--- config.mk ---
export PLATFORM = sky130hd
export DESIGN_NAME = cache_bank_arbiter
export DESIGN_NICKNAME = d
export VERILOG_FILES = /design/src/rtl/cache_bank_arbiter.sv
export SDC_FILE = /design/constraint.sdc
export NUM_CORES = 1
export LEC_CHECK = 0
export BUFFER_PORTS_ARGS = -buffer_cell sky130_fd_sc_hd__buf_2
export CAP_MARGIN = 40
export CORE_AREA = 2 2 156 158
export DETAILED_ROUTE_END_ITERATION = 12
export DIE_AREA = 0 0 158 160
export PLACE_DENSITY_LB_ADDON = 0.3
export SLEW_MARGIN = 20
export SYNTH_ARGS = -nofsm -noshare
export SYNTH_HDL_FRONTEND = slang
export SYNTH_SLANG_ARGS = --single-unit
--- constraint.sdc ---
create_clock -name clk -period 9.4 [get_ports clk]
set_input_delay 1.88 -clock clk [delete_from_list [all_inputs] [get_ports clk]]
set_output_delay 1.88 -clock clk [all_outputs]
set_load 0.01 [all_outputs]
--- src/rtl/cache_bank_arbiter.sv ---
// Round-robin arbiter sharing one dual-port cache bank among NUM_REQ requesters.
// Grants up to two requests per cycle (one per port); responses return exactly one cycle after acceptance.
module cache_bank_arbiter #(
    parameter int NUM_REQ    = 4,
    parameter int DATA_WIDTH = 32,
    parameter int ADDR_WIDTH = 8,
    parameter int ID_WIDTH   = 2
) (
    input  logic                           clk,
    input  logic                           reset,
    input  logic [NUM_REQ-1:0]             req_valid,
    input  logic [NUM_REQ-1:0]             req_write,
    input  logic [NUM_REQ*ADDR_WIDTH-1:0]  req_addr,
    input  logic [NUM_REQ*DATA_WIDTH-1:0]  req_wdata,
    output logic [NUM_REQ-1:0]             req_ready,
    output logic [ADDR_WIDTH-1:0]          bank_addr_a,
    output logic [ADDR_WIDTH-1:0]          bank_addr_b,
    output logic [DATA_WIDTH-1:0]          bank_wdata_a,
    output logic [DATA_WIDTH-1:0]          bank_wdata_b,
    output logic                           bank_wen_n_a,
    output logic                           bank_wen_n_b,
    input  logic [DATA_WIDTH-1:0]          bank_rdata_a,
    input  logic [DATA_WIDTH-1:0]          bank_rdata_b,
    input  logic                           bank_written_a,
    input  logic                           bank_written_b,
    output logic                           rsp_valid_a,
    output logic                           rsp_valid_b,
    output logic [ID_WIDTH-1:0]            rsp_id_a,
    output logic [ID_WIDTH-1:0]            rsp_id_b,
    output logic                           rsp_write_a,
    output logic                           rsp_write_b,
    output logic [DATA_WIDTH-1:0]          rsp_rdata_a,
    output logic [DATA_WIDTH-1:0]          rsp_rdata_b,
    output logic                           rsp_written_a,
    output logic                           rsp_written_b
);

    typedef enum logic {HOLD, ACTIVE} state_t;

    localparam logic [ID_WIDTH-1:0] LAST_ID = ID_WIDTH'(NUM_REQ - 1);

    state_t state, state_next;
    logic [ID_WIDTH-1:0] rr_ptr, rr_ptr_next;

    logic [ADDR_WIDTH-1:0] addr_arr  [NUM_REQ];
    logic [DATA_WIDTH-1:0] wdata_arr [NUM_REQ];

    logic                  active;
    logic                  found_a, found_b, hazard;
    logic                  gnt_a, gnt_b;
    logic [ID_WIDTH-1:0]   win_a, win_b;

    logic [ADDR_WIDTH-1:0] addr_a_q, addr_b_q;
    logic [DATA_WIDTH-1:0] wdata_a_q, wdata_b_q;
    logic                  rsp_vld_a_q, rsp_vld_b_q;

    for (genvar g = 0; g < NUM_REQ; g++) begin : g_unpack
        assign addr_arr[g]  = req_addr[g*ADDR_WIDTH +: ADDR_WIDTH];
        assign wdata_arr[g] = req_wdata[g*DATA_WIDTH +: DATA_WIDTH];
    end

    // Explicit wrap so non-power-of-two NUM_REQ never leaves the valid index range.
    function automatic logic [ID_WIDTH-1:0] next_id(input logic [ID_WIDTH-1:0] id);
        return (id == LAST_ID) ? '0 : id + ID_WIDTH'(1);
    endfunction

    always_ff @(posedge clk) begin
        if (reset) begin
            state  <= HOLD;
            rr_ptr <= '0;
        end else begin
            state  <= state_next;
            rr_ptr <= rr_ptr_next;
        end
    end

    always_comb begin
        state_next = state;
        case (state)
            HOLD:    state_next = ACTIVE;
            ACTIVE:  state_next = ACTIVE;
            default: state_next = HOLD;
        endcase
    end

    assign active = (state == ACTIVE) && !reset;

    always_comb begin
        logic [ID_WIDTH-1:0] idx;
        found_a = 1'b0;
        win_a   = '0;
        idx     = rr_ptr;
        for (int k = 0; k < NUM_REQ; k++) begin
            if (!found_a && req_valid[idx]) begin
                found_a = 1'b1;
                win_a   = idx;
            end
            idx = next_id(idx);
        end
        found_b = 1'b0;
        win_b   = '0;
        idx     = next_id(win_a);
        for (int k = 1; k < NUM_REQ; k++) begin
            if (found_a && !found_b && req_valid[idx]) begin
                found_b = 1'b1;
                win_b   = idx;
            end
            idx = next_id(idx);
        end
    end

    // A write colliding with any access to the same line keeps port B idle this cycle.
    assign hazard = (addr_arr[win_a] == addr_arr[win_b]) && (req_write[win_a] || req_write[win_b]);
    assign gnt_a  = active && found_a;
    assign gnt_b  = active && found_b && !hazard;

    always_comb begin
        req_ready = '0;
        if (gnt_a) req_ready[win_a] = 1'b1;
        if (gnt_b) req_ready[win_b] = 1'b1;
    end

    always_comb begin
        rr_ptr_next = rr_ptr;
        if (gnt_b)      rr_ptr_next = next_id(win_b);
        else if (gnt_a) rr_ptr_next = next_id(win_a);
    end

    always_ff @(posedge clk) begin
        if (reset) begin
            addr_a_q    <= '0;
            addr_b_q    <= '0;
            wdata_a_q   <= '0;
            wdata_b_q   <= '0;
            rsp_vld_a_q <= 1'b0;
            rsp_vld_b_q <= 1'b0;
            rsp_id_a    <= '0;
            rsp_id_b    <= '0;
            rsp_write_a <= 1'b0;
            rsp_write_b <= 1'b0;
        end else begin
            if (gnt_a) begin
                addr_a_q  <= addr_arr[win_a];
                wdata_a_q <= wdata_arr[win_a];
            end
            if (gnt_b) begin
                addr_b_q  <= addr_arr[win_b];
                wdata_b_q <= wdata_arr[win_b];
            end
            rsp_vld_a_q <= gnt_a;
            rsp_vld_b_q <= gnt_b;
            rsp_id_a    <= win_a;
            rsp_id_b    <= win_b;
            rsp_write_a <= req_write[win_a];
            rsp_write_b <= req_write[win_b];
        end
    end

    // Reset gates the outputs combinationally so they are quiet from the first reset cycle.
    assign bank_addr_a   = reset ? '0 : (gnt_a ? addr_arr[win_a]  : addr_a_q);
    assign bank_addr_b   = reset ? '0 : (gnt_b ? addr_arr[win_b]  : addr_b_q);
    assign bank_wdata_a  = reset ? '0 : (gnt_a ? wdata_arr[win_a] : wdata_a_q);
    assign bank_wdata_b  = reset ? '0 : (gnt_b ? wdata_arr[win_b] : wdata_b_q);
    assign bank_wen_n_a  = ~(gnt_a && req_write[win_a]);
    assign bank_wen_n_b  = ~(gnt_b && req_write[win_b]);

    assign rsp_valid_a   = rsp_vld_a_q && !reset;
    assign rsp_valid_b   = rsp_vld_b_q && !reset;
    assign rsp_rdata_a   = bank_rdata_a;
    assign rsp_rdata_b   = bank_rdata_b;
    assign rsp_written_a = bank_written_a;
    assign rsp_written_b = bank_written_b;

endmodule

==> impl_metrics.env <==
export IMPL_seqPwrFrac_pct=16.3
export IMPL_clkSinkCount=91
export IMPL_crit_required_ns=7.52
export IMPL_synthArstFlopShare_pct=0
export IMPL_cts_tree="done"
export IMPL_synth_cell_types=49
export IMPL_finalHoldViolations=0
export IMPL_cts_hold_buf=0
export IMPL_cp_top_family="compound AO/OA/AOI/OAI gates"
export IMPL_grt_pass1_wl_mm=38.2
export IMPL_dieArea_um2=25300
export IMPL_pwr_share_clk_pct=10.3
export IMPL_total_power_uw=3690
export IMPL_slew_viol_final=0
export IMPL_path_max_fanout=31
export IMPL_cp_start_kind="input port"
export IMPL_path_buf_inv=6
export IMPL_drt_iter0_markers=465
export IMPL_combPwrFrac_pct=73.3
export IMPL_vias=7208
export IMPL_core_um2=23800
export IMPL_die_w_um=158
export IMPL_ys_ff_latch=91
export IMPL_layout_nets=1332
export IMPL_end_kind="primary output"
export IMPL_clock_root_buffer="clkbuf_16"
export IMPL_synth_edff_count=0
export IMPL_syn_area_per_cell_um2=7.34
export IMPL_track_usage_pct=19.3
export IMPL_tightest_slew_ns=0.894
export IMPL_wl_mm=25.1
export IMPL_synth_nets=1185
export IMPL_dominantRegCellSynth="dfxtp_1"
export IMPL_rows=57
export IMPL_gr_total_overflow=0
export IMPL_clockBufferDepth=2
export IMPL_min_from="wdata_b_q[26]$_DFF_P_"
export IMPL_tns_ns=0
export IMPL_routedWlPerCell_um=17.7
export IMPL_critical_path_arrival_ns=6.85
export IMPL_synth_area_um2=6900
export IMPL_synth_warnings=0
export IMPL_setup_viol=0
export IMPL_p_per_area_nw_per_um2=444
export IMPL_ir_worst_vdd_mv=0.286
export IMPL_drcViolationCount=0
export IMPL_min_period_ns=8.73
export IMPL_grt_pass1_vias=6800
export IMPL_drive_gt1_share_pct=32.1
export IMPL_ios=396
export IMPL_skew_ns=0.00967
export IMPL_cts_setup_buffers=0
export IMPL_vias_per_cell=5.09
export IMPL_antenna_cells=0
export IMPL_intPower_uw=1810
export IMPL_leakage_uw=0.00377
export IMPL_clk_latency_ns=0.34
export IMPL_gp_congestion=0.822
export IMPL_numCtsBuffers=9
export IMPL_fin_crit_sh_pct=92.9
export IMPL_critPathLaunch="req_valid[0]"
export IMPL_cp_common_cell="mux2i_1"
export IMPL_grt_max_degree=72
export IMPL_antenna_left=0
export IMPL_crit_slowest_cell="a2111oi_0"
export IMPL_status="finished clean"
export IMPL_initial_core_util_pct=28.9
export IMPL_min_path_type="reg2reg"
export IMPL_dp_hpwl_mm=17.5
export IMPL_cp_slowest_stage_delay_ns=0.60
export IMPL_drt_first_pass_iters=5
export IMPL_critical_path_class="in2out"
export IMPL_max_slew_margin_pct=40.4
export IMPL_cts_resized=0
export IMPL_syn_to_final_growth_pct=20.6
export IMPL_rsz0062_at_grt="no"
export IMPL_fmax_ghz=0.115
export IMPL_cts_max_level=3
export IMPL_antenna_found_initial=0
export IMPL_r2r_start="rr_ptr[0]$_SDFFE_PP0P_"
export IMPL_clkTransAtPathRegs_ns=0.07
export IMPL_p_sw_share_pct=51.1
export IMPL_postSynthCellCount=940
export IMPL_maxCapViolations=0
export IMPL_die_h_um=160
export IMPL_portBuffers=263
export IMPL_cp_cell_sequence="buf_2 -> mux2i_1 -> o22ai_1 -> a2111oi_0 -> o32ai_4 -> inv_2 -> ha_1 -> nor2b_1 -> o311a_1 -> a211oi_4 -> buf_4 -> mux2i_1 -> xnor2_1 -> nor4_1 -> mux2i_1 -> o31ai_4 -> inv_2 -> buf_12 -> o211ai_1 -> a21oi_1 -> buf_2"
export IMPL_ys_seq_area_share_pct=26.4
export IMPL_p_switching_uw=1890
==> worst reg2reg max path: cells and delay by family (launching register included) <==
kind | cells | cell delay [ns]
AND/OR/NAND/NOR | 2 | 0.26
adder cells (fa/ha/maj) | 2 | 0.79
flip-flops | 1 | 0.76
buffers and inverters | 4 | 1.06
AO/OA/AOI/OAI | 7 | 1.74
multiplexers | 3 | 0.83
XOR/XNOR | 2 | 0.41
==> synthesized netlist by cell type (3+ instances only) <==
| cell | count | area [um^2] |
|---|---|---|
| nand2_1 | 253 | 950 |
| a21oi_1 | 43 | 215 |
| o21ai_0 | 40 | 200 |
| clkbuf_1 | 51 | 191 |
| and3_1 | 3 | 18.8 |
| inv_1 | 7 | 26.3 |
| xnor2_1 | 9 | 78.8 |
| nor2_1 | 26 | 97.6 |
| mux4_2 | 7 | 158 |
| buf_1 | 12 | 45.0 |
| inv_2 | 4 | 15.0 |
| dfxtp_1 | 91 | 1820 |
| nor2b_1 | 5 | 31.3 |
| ha_1 | 9 | 113 |
| mux2i_1 | 76 | 761 |
| mux2_2 | 35 | 394 |
| and2_1 | 3 | 18.8 |
| buf_4 | 67 | 503 |
| a22o_1 | 4 | 35.0 |
| a31o_2 | 5 | 43.8 |
| a211oi_1 | 4 | 30.0 |
| buf_2 | 9 | 45.0 |
| nand3_1 | 104 | 521 |
| nor4_1 | 3 | 18.8 |
| o211ai_1 | 33 | 248 |
==> path summary, 6_finish.rpt <==
path                                 to  slack [ns]  cells past startpoint
setup reg to reg  wdata_b_q[20]$_DFF_P_        3.46                     20
hold reg to reg   wdata_b_q[26]$_DFF_P_        0.46                      2
setup / recovery       bank_wdata_b[20]        0.67                     21
hold / removal    wdata_b_q[26]$_DFF_P_        0.46                      2
==> metrics by stage <==
step	cell area, um^2	hold slack, ns	instances	utilization, %	setup WS, ns
finish	8320	0.457	1416	34.9	0.671
global route	8320	0.477	1416	34.9	0.201
CTS	8320	0.461	1416	34.9	0.658
detailed placement	8010	0.449	1400	33.6	0.669
global placement	7940	0.445	1397	33.3	0.744
floorplan	6900	0.502	940	-	0.556
==> area by class of cell <==
type | count | area (um^2)
Fill cell | 2628 | 15500
Multi-Input combinational cell | 695 | 4240
Sequential cell | 91 | 1820
Timing Repair Buffer | 277 | 1490
Tap cell | 324 | 405
Clock buffer | 11 | 243
Clock inverter | 5 | 61.3
Inverter | 13 | 48.8
==> registers in the layout, summed over array words and instances, names as in the netlist <==
signal / cells
state: 1
rsp_write_b: 1
addr_a_q: 8
rr_ptr: 2
rsp_write_a: 1
addr_b_q: 8
wdata_a_q: 32
rsp_id_b: 2
rsp_vld_b_q: 1
rsp_id_a: 2
wdata_b_q: 32
rsp_vld_a_q: 1
==> logic make-up (layout without fill, tap and decap cells) <==
kind of cell	after synthesis	count (layout)	synth area share [%]
and+or+nand+nor	409	409	25.2
buffers and inverters	154	306	12.4
AOI/OAI and AO/OA	150	150	14.2
muxes	118	118	19.0
DFF	91	91	26.4
adders and majority gates	9	9	1.63
xor gates and xnor gates	9	9	1.14
==> power by group through the flow <==
| stage | clock network, uW | registers [uW] | logic [uW] |
|---|---|---|---|
| after floorplan | 0 | 598 | 1980 |
| after global placement | 0 | 610 | 2690 |
| after detailed placement | 0 | 612 | 2710 |
| after CTS | 395 | 604 | 2720 |
| after global routing | 414 | 621 | 2960 |
| final | 382 | 604 | 2710 |
==> per-layer routing <==
metal / wire (um) / vias up / GRT usage, %
li1: - / 3482 / -
met1: 10800 / 3388 / 24.6
met2: 12000 / 288 / 31.8
met3: 1660 / 50 / 4.45
met4: 629 / 0 / 6.80
met5: 0 / - / 0
==> cell usage in the layout (no fill, tap or decap), types with 4 or more instances in the layout <==
cell	synthesis	layout
nor2b_1	5	5
inv_1	7	7
ha_1	9	9
a31o_2	5	5
clkbuf_16	0	9
nand2_1	253	252
nand3_1	104	104
buf_2	9	263
nor2_1	26	26
mux2i_1	76	76
o21ai_0	40	40
inv_2	4	6
mux4_2	7	7
a21oi_1	43	43
dfxtp_1	91	91
buf_4	67	9
buf_12	0	4
xnor2_1	9	9
o211ai_1	33	33
a22o_1	4	4
mux2_2	35	35
Power figures use the tool's default switching activity.
